`src/rtl/hazard_unit.sv`:
```
// Decode-stage hazard controller: operand forwarding, load-use and FPU stalls, mispredict flushes.
// Optional performance counters are built when HAZARD_PERF_EN is defined.
module hazard_unit #(
   parameter int FPU_LAT = 4
) (
   input  logic        clk,
   input  logic        rst,
   input  logic [5:0]  rs0,
   input  logic [5:0]  rs1,
   input  logic        rs0_used,
   input  logic        rs1_used,
   input  logic        dec_valid,
   input  logic [5:0]  rdE,
   input  logic        regwriteE,
   input  logic        memreadE,
   input  logic [5:0]  rdM,
   input  logic        regwriteM,
   input  logic        fpu_issue,
   input  logic [5:0]  fpu_rd,
   input  logic        mispredict,
   output logic [1:0]  forward0,
   output logic [1:0]  forward1,
   output logic        stallF,
   output logic        stallD,
   output logic        flushD,
   output logic        flushE,
   output logic        fpu_busy,
   output logic [31:0] stall_cycles,
   output logic [31:0] flush_count
);

   typedef enum logic [1:0] {RUN, LD_STALL, FPU_WAIT} state_t;

   localparam logic [3:0] CNT_INIT = 4'(FPU_LAT - 1);

   state_t     state;
   logic [3:0] cnt;
   logic [5:0] busy_rd;

   logic match0_e, match1_e, match0_m, match1_m;
   logic raw0, raw1, waw;
   logic busy_int, ld_hazard, fpu_hazard, stall_req;

   assign match0_e = rs0_used && regwriteE && (rs0 != 6'd0) && (rs0 == rdE);
   assign match1_e = rs1_used && regwriteE && (rs1 != 6'd0) && (rs1 == rdE);
   assign match0_m = rs0_used && regwriteM && (rs0 != 6'd0) && (rs0 == rdM);
   assign match1_m = rs1_used && regwriteM && (rs1 != 6'd0) && (rs1 == rdM);

   assign busy_int = (cnt != 4'd0);

   // The WAW check uses the destination of the instruction about to enter E.
   assign raw0 = rs0_used && (rs0 != 6'd0) && (rs0 == busy_rd);
   assign raw1 = rs1_used && (rs1 != 6'd0) && (rs1 == busy_rd);
   assign waw  = regwriteE && (rdE != 6'd0) && (rdE == busy_rd);

   assign ld_hazard  = dec_valid && memreadE && (match0_e || match1_e);
   assign fpu_hazard = busy_int && dec_valid && (raw0 || raw1 || waw);

   // The load-use bubble lasts one cycle; in LD_STALL the load has moved on to M.
   assign stall_req = (ld_hazard && (state != LD_STALL)) || fpu_hazard;

   always_comb begin
      forward0 = 2'b00;
      forward1 = 2'b00;
      stallF   = 1'b0;
      stallD   = 1'b0;
      flushD   = 1'b0;
      flushE   = 1'b0;
      fpu_busy = 1'b0;
      if (!rst) begin
         if (match0_e && !memreadE)
            forward0 = 2'b01;
         else if (match0_m)
            forward0 = 2'b10;
         if (match1_e && !memreadE)
            forward1 = 2'b01;
         else if (match1_m)
            forward1 = 2'b10;
         fpu_busy = busy_int;
         if (mispredict) begin
            flushD = 1'b1;
            flushE = 1'b1;
         end else if (stall_req) begin
            stallF = 1'b1;
            stallD = 1'b1;
            flushE = 1'b1;
         end
      end
   end

   always_ff @(posedge clk or posedge rst) begin
      if (rst) begin
         state <= RUN;
      end else if (mispredict) begin
         state <= RUN;
      end else begin
         case (state)
            RUN: begin
               if (ld_hazard)
                  state <= LD_STALL;
               else if (fpu_hazard)
                  state <= FPU_WAIT;
            end
            LD_STALL: state <= RUN;
            FPU_WAIT: begin
               if (!fpu_hazard)
                  state <= RUN;
            end
            default: state <= RUN;
         endcase
      end
   end

   // An issued FPU op always writes back, so mispredict does not touch the scoreboard.
   always_ff @(posedge clk or posedge rst) begin
      if (rst) begin
         cnt     <= 4'd0;
         busy_rd <= 6'd0;
      end else if (fpu_issue) begin
         cnt     <= CNT_INIT;
         busy_rd <= fpu_rd;
      end else if (cnt != 4'd0) begin
         cnt <= cnt - 4'd1;
      end
   end

`ifdef HAZARD_PERF_EN
   always_ff @(posedge clk or posedge rst) begin
      if (rst) begin
         stall_cycles <= 32'd0;
         flush_count  <= 32'd0;
      end else begin
         if (stallD)
            stall_cycles <= stall_cycles + 32'd1;
         if (mispredict)
            flush_count <= flush_count + 32'd1;
      end
   end
`else
   assign stall_cycles = 32'd0;
   assign flush_count  = 32'd0;
`endif

endmodule

```
`config.mk`:
```
export PLATFORM = sky130hd
export DESIGN_NAME = hazard_unit
export DESIGN_NICKNAME = d
export VERILOG_FILES = /design/src/rtl/hazard_unit.sv
export SDC_FILE = /design/constraint.sdc
export NUM_CORES = 1
export LEC_CHECK = 0
export CAP_MARGIN = 10
export CORE_ASPECT_RATIO = 0.5
export CORE_UTILIZATION = 58
export CTS_BUF_LIST = sky130_fd_sc_hd__clkbuf_4
export DETAILED_ROUTE_END_ITERATION = 12
export DONT_BUFFER_PORTS = 1
export PLACE_DENSITY = 0.74
export SKIP_CTS_REPAIR_TIMING = 1
export SLEW_MARGIN = 20
export SYNTH_ARGS = -nofsm -noshare
export SYNTH_HDL_FRONTEND = slang
export SYNTH_SLANG_ARGS = --single-unit
```
`constraint.sdc`:
```
create_clock -name clk -period 2.2 [get_ports clk]
set_input_delay 0.22 -clock clk [delete_from_list [all_inputs] [get_ports clk]]
set_output_delay 0.22 -clock clk [all_outputs]
set_load 0.05 [all_outputs]
```
======== After elaboration in Yosys (flattened, before gate mapping) ========
Cells that the tools add are included.
operators by class
  $add $sub $neg .......................... 1
  multipliers ............................. 0
  divide/modulo/power cells ............... 0
  $lt $le $gt $ge ......................... 0
  eq/ne operators ......................... 11
  shifts and indexed selects .............. 0
  muxes and demuxes ....................... 21
  bitwise gates (word level) .............. 0
  reductions and logical operators ........ 37
operators by type and width
  kind                 count
  $eq 6x6->1           7
  $logic_and 1x1->1    25
  $mux 2               10
  $reduce_bool 6->1    3
  $mux 1               8
  $mux 4               2
  $logic_or 1x1->1     4
  $ne 4x4->1 const B   1
  $pmux 2 s2           1
  $reduce_bool 4->1    1
  $sub 4x1->4 const B  1
  $ne 3x3->1 const B   1
  $eq 2x2->1 const B   1
  $logic_not 2->1      1
  $ne 2x1->1 const B   1
  $reduce_and 2->1     1
  $reduce_bool 2->1    1
  $logic_not 1->1      1
word-level totals
  register bits after elaboration ......... 12
  bits in latches ......................... 0
  memory bits (writable) .................. 0
  memory bits (read-only) ................. 0
  bits of input ports ..................... 40
  output and inout bits ................... 73
  logic and storage cells ................. 73
  memories ................................ 0

======== Longest topological paths before layout ========
  depth after elaboration ................. 10
  depth in mapped cells ................... 8
  depth with buffers taken out ............ 7

======== Least setup slack after synthesis ========
No wires, ideal clock.
  kind .................................... input-to-output
  from .................................... in rs0[2]
  to ...................................... out forward0[1]
  arrival ................................. 2.964 ns
  required time ........................... 1.980 ns
  path slack .............................. -0.984 ns
  cell stages on the path ................. 4
  path buffers ............................ 0
  cell sequence ........................... xnor2_1 > nand4_1 > nor4_1 > a2111oi_0
between the ends
  cells in the longest elaborated chain, start to end .. 6
  elaborated cells on any way between the ends .. 11
  classes of those cells .................. 2 x eq/ne; 3 x mux; 6 x reduce/logical
RTL lines
  item                                                       line    text
  from (decl)                                                8       input logic [5:0] rs0,
  $reduce_bool 6->1                                          44, 46
  $logic_and 1x1->1, on equally long branches (2 in series)  46, 44
  $mux 2 / $logic_and 1x1->1 (equally long branches)         73, 71
  $mux 2 *                                                   71      if (match0_e && !memreadE)
  $mux 2 *                                                   70      if (!rst) begin
  to (decl)                                                  21      output logic [1:0] forward0,
Every way passes the cells marked *; elsewhere a longest branch is shown, timed or not.

======== Worst setup path in the final report ========
  from .................................... reg cnt[1]
  to ...................................... out flushE
between the ends
  cells in the longest elaborated chain, start to end .. 7
RTL lines
  item                             line  text
  from (decl)                      37    logic [3:0] cnt;
  from (signal assigned)           123   cnt <= cnt - 4'd1;
  $reduce_bool 4->1                49    assign busy_int = (cnt != 4'd0);
  $logic_and 1x1->1 (2 in series)  57    assign fpu_hazard = busy_int && dec_valid && (raw0 || raw1 || waw);
  $logic_or 1x1->1                 60    assign stall_req = (ld_hazard && (state != LD_STALL)) || fpu_hazard;
  $mux 1                           83    end else if (stall_req) begin
  $mux 1                           80    if (mispredict) begin
  $mux 1                           70
  to (decl)                        26    output logic flushE,
Every way passes these cells.

==> reports/qor.yml <==
status: "finished with violations"
violations: "setup timing"
ys_ff_latch: 12
path_delay_family: "simple AND/OR/NAND/NOR gates"
hold_path.class: "primary input to flop"
grt_max_degree: 15
wl_per_cell_um: 13.2
synth.top_cells.by_count: "buf_4, xnor2_1, dfrtp_1"
synth_top_area_share_pct: 29.0
worstPathCellList: "inv_2, ha_4, or3b_4, nand4_1, nor3_2, nor3_4, a31oi_2, buf_6"
cts_tree: "yes"
hold_viol: 0
worstMarginPinSlew_ps: 491
p_switching_mw: 0.449
clkPwrFrac_pct: 14.2
p_comb_share_pct: 55.0
p_seq_share_pct: 30.8
peakVddDrop_v: 0.000401
final_util_pct: 64.3
synth.area.mux_share_pct: 4.02
setup_violations: 3
wirelength_mm: 3.20
critPathKind: "flop to output port"
rsz0062_at_grt: "true"
syn_area_sq_um: 1680
grt_first_pass_wirelength_mm: 4.36
endpoint_kind: "output port"
synthAdderAreaFrac_pct: 1.49
num_rows: 13
nFillCells: 227
yosys.area.top_type: "buf_4"
fmax_mhz: 440
grt_pass1_vias: 983
final_area_sq_um: 1710
grtUsageTotal_pct: 18.7
cp_num_cells: 8
place_inst: 233
clock_latency_ps: 260
overflow: 0
maxSlewHeadroom_pct: 66.8
gp_congestion: 0.832
area.growth.synth_to_final_pct: 2.01
clock-sinks: 12
ys.flop_type: "dfrtp_1"
drv_cap: 0
cts_buffers: 3
worst-path-buf-inv: 2
slew_viol_final: 0
swShare_pct: 50.1
synth-compound-area-share_pct: 6.92
vias: 1176
drt_first_pass_iters: 4
avgSynthCellArea_sq_um: 8.80
fin_worst_skew_ps: 5.47
port_buffers: 0
clockBufferDepth: 2
start_util_pct: 63.0
clk_pin_slew_ps: 70
place_hpwl_mm: 2.67
fin_nets: 249
ff2ff_path_depth: 8
start_kind: "flop"
yosysUniqueCellTypes: 36
crit_fanout: 5
synth.area.top_cells: "buf_4, xnor2_1, dfrtp_1"
drc: 0
min_period_over_period_pct: 103
place_ws_ps: 62.1
worst_slack_ps: -70.6
place_area_sq_um: 1600
crit_arrival_ps: 2050
final_antenna_net_count: 0
die_x_um: 78.1
drive_gt1_share_pct: 20.0
power_density_nw_per_um2: 523
dieArea_sq_um: 3130
ys_seq_area_share_pct: 17.9
netlist_instances: 191
cp_slowest_stage_delay_ps: 400
cts_root_buffer: "clkbuf_4"
drtIter0Drc: 38
core_sq_um: 2670
power_leakage_nw: 0.702
die_y_um: 40.1
power.total_mw: 0.897
antenna_found_initial: 0
via_per_inst: 4.86
slowest_stage: "dfrtp_1"
hold-path-cell-count: 1
p_int_mw: 0.447
synth.most_common_cell: "buf_4"
fin_crit_ps: 2270
ios: 113
synth_top_family_by_area: "buffers and inverters"
cts-htree-levels: 1
fin_cells: 242
diodes: 0
synthSimpleGateAreaFrac_pct: 15.9
yosysWarnings: 0
synth-xor-area-share_pct: 22.9
synth_edf_count: 0
crit_required_ps: 1980
async_flop_share_pct: 100
==> logic make-up after synthesis <==
kind of cell,count (synthesis)
buffers and inverters,72
AND/OR/NAND/NOR,42
XOR/XNOR,44
multiplexers,6
adder cells (fa/ha/maj),2
AO/OA/AOI/OAI,12
flip-flops,12
other,1
==> sequential cells by signal, indices dropped and copies added, names as in the netlist <==
signal / count
cnt: 4
busy_rd: 6
state: 2
==> power by group through the flow <==
stage	Sequential [mW]	Combinational (mW)	Clock (mW)
global placement	0.277	0.451	0
CTS	0.275	0.460	0.128
detailed placement	0.279	0.457	0
global route	0.280	0.521	0.139
floorplan	0.271	0.516	0
finish	0.276	0.493	0.127
==> per-stage QoR <==
step	hold slack, ps	setup TNS (ps)
2_1_floorplan	95.1	-2.94
3_3_place_gp	108	0
3_5_place_dp	110	0
4_1_cts	-175	-645
5_1_grt	12.2	-451
6_report	19.8	-206
==> cells in the final DEF (no fill, tap or decap), types with 2 or more instances in the layout <==
cell / synthesis / routed
a21oi_1: 2 / 2
buf_12: 0 / 2
buf_4: 65 / 9
clkbuf_4: 0 / 3
conb_1: 1 / 64
dfrtp_1: 12 / 12
dlygate4sd3_1: 0 / 2
inv_1: 6 / 4
inv_2: 0 / 2
mux2_2: 6 / 6
nand2_1: 2 / 2
nand2b_1: 2 / 2
nand3_1: 4 / 4
nand4_1: 9 / 9
nor2_1: 5 / 5
nor3_1: 5 / 2
nor3_2: 2 / 4
nor3b_1: 2 / 2
o21ai_0: 2 / 2
o31ai_4: 2 / 2
or4_4: 2 / 2
xnor2_1: 41 / 41
xor2_1: 3 / 3
==> worst register-to-register path: cells and delay by family (launching register included) <==
family	cells	cell delay, ps
fa+ha+maj	1	130
buf+inv	2	250
flops	1	400
simple gates	5	910
==> metal layers <==
metal | vias up | share of wire (%) | track usage [%]
met1 | 569 | 42 | 22.6
met2 | 60 | 52 | 34.9
met4 | 0 | 0.44 | 7.41
li1 | 545 | - | -
met5 | - | 0 | 0
met3 | 2 | 6.1 | 3.41
==> final timing paths <==
path                       slack [ps]         end      start
min in group asynchronous         380    state[1]        rst
max in group asynchronous        1650  busy_rd[3]        rst
max reg2reg                       410    state[1]     cnt[1]
min                                20      cnt[2]  fpu_issue
min reg2reg                       480    state[1]   state[0]
max                               -70      flushE     cnt[1]
==> final cells by class <==
cell class	instances	area, sq um	area share [%]
Clock buffer	3	22.5	1.31
Inverter	6	22.5	1.31
Multi-Input combinational cell	170	1180	69.1
Sequential cell	12	300	17.5
Tap cell	37	46.3	2.70
Timing Repair Buffer	14	139	8.10
No activity file was read; power rests on OpenSTA's default activity.
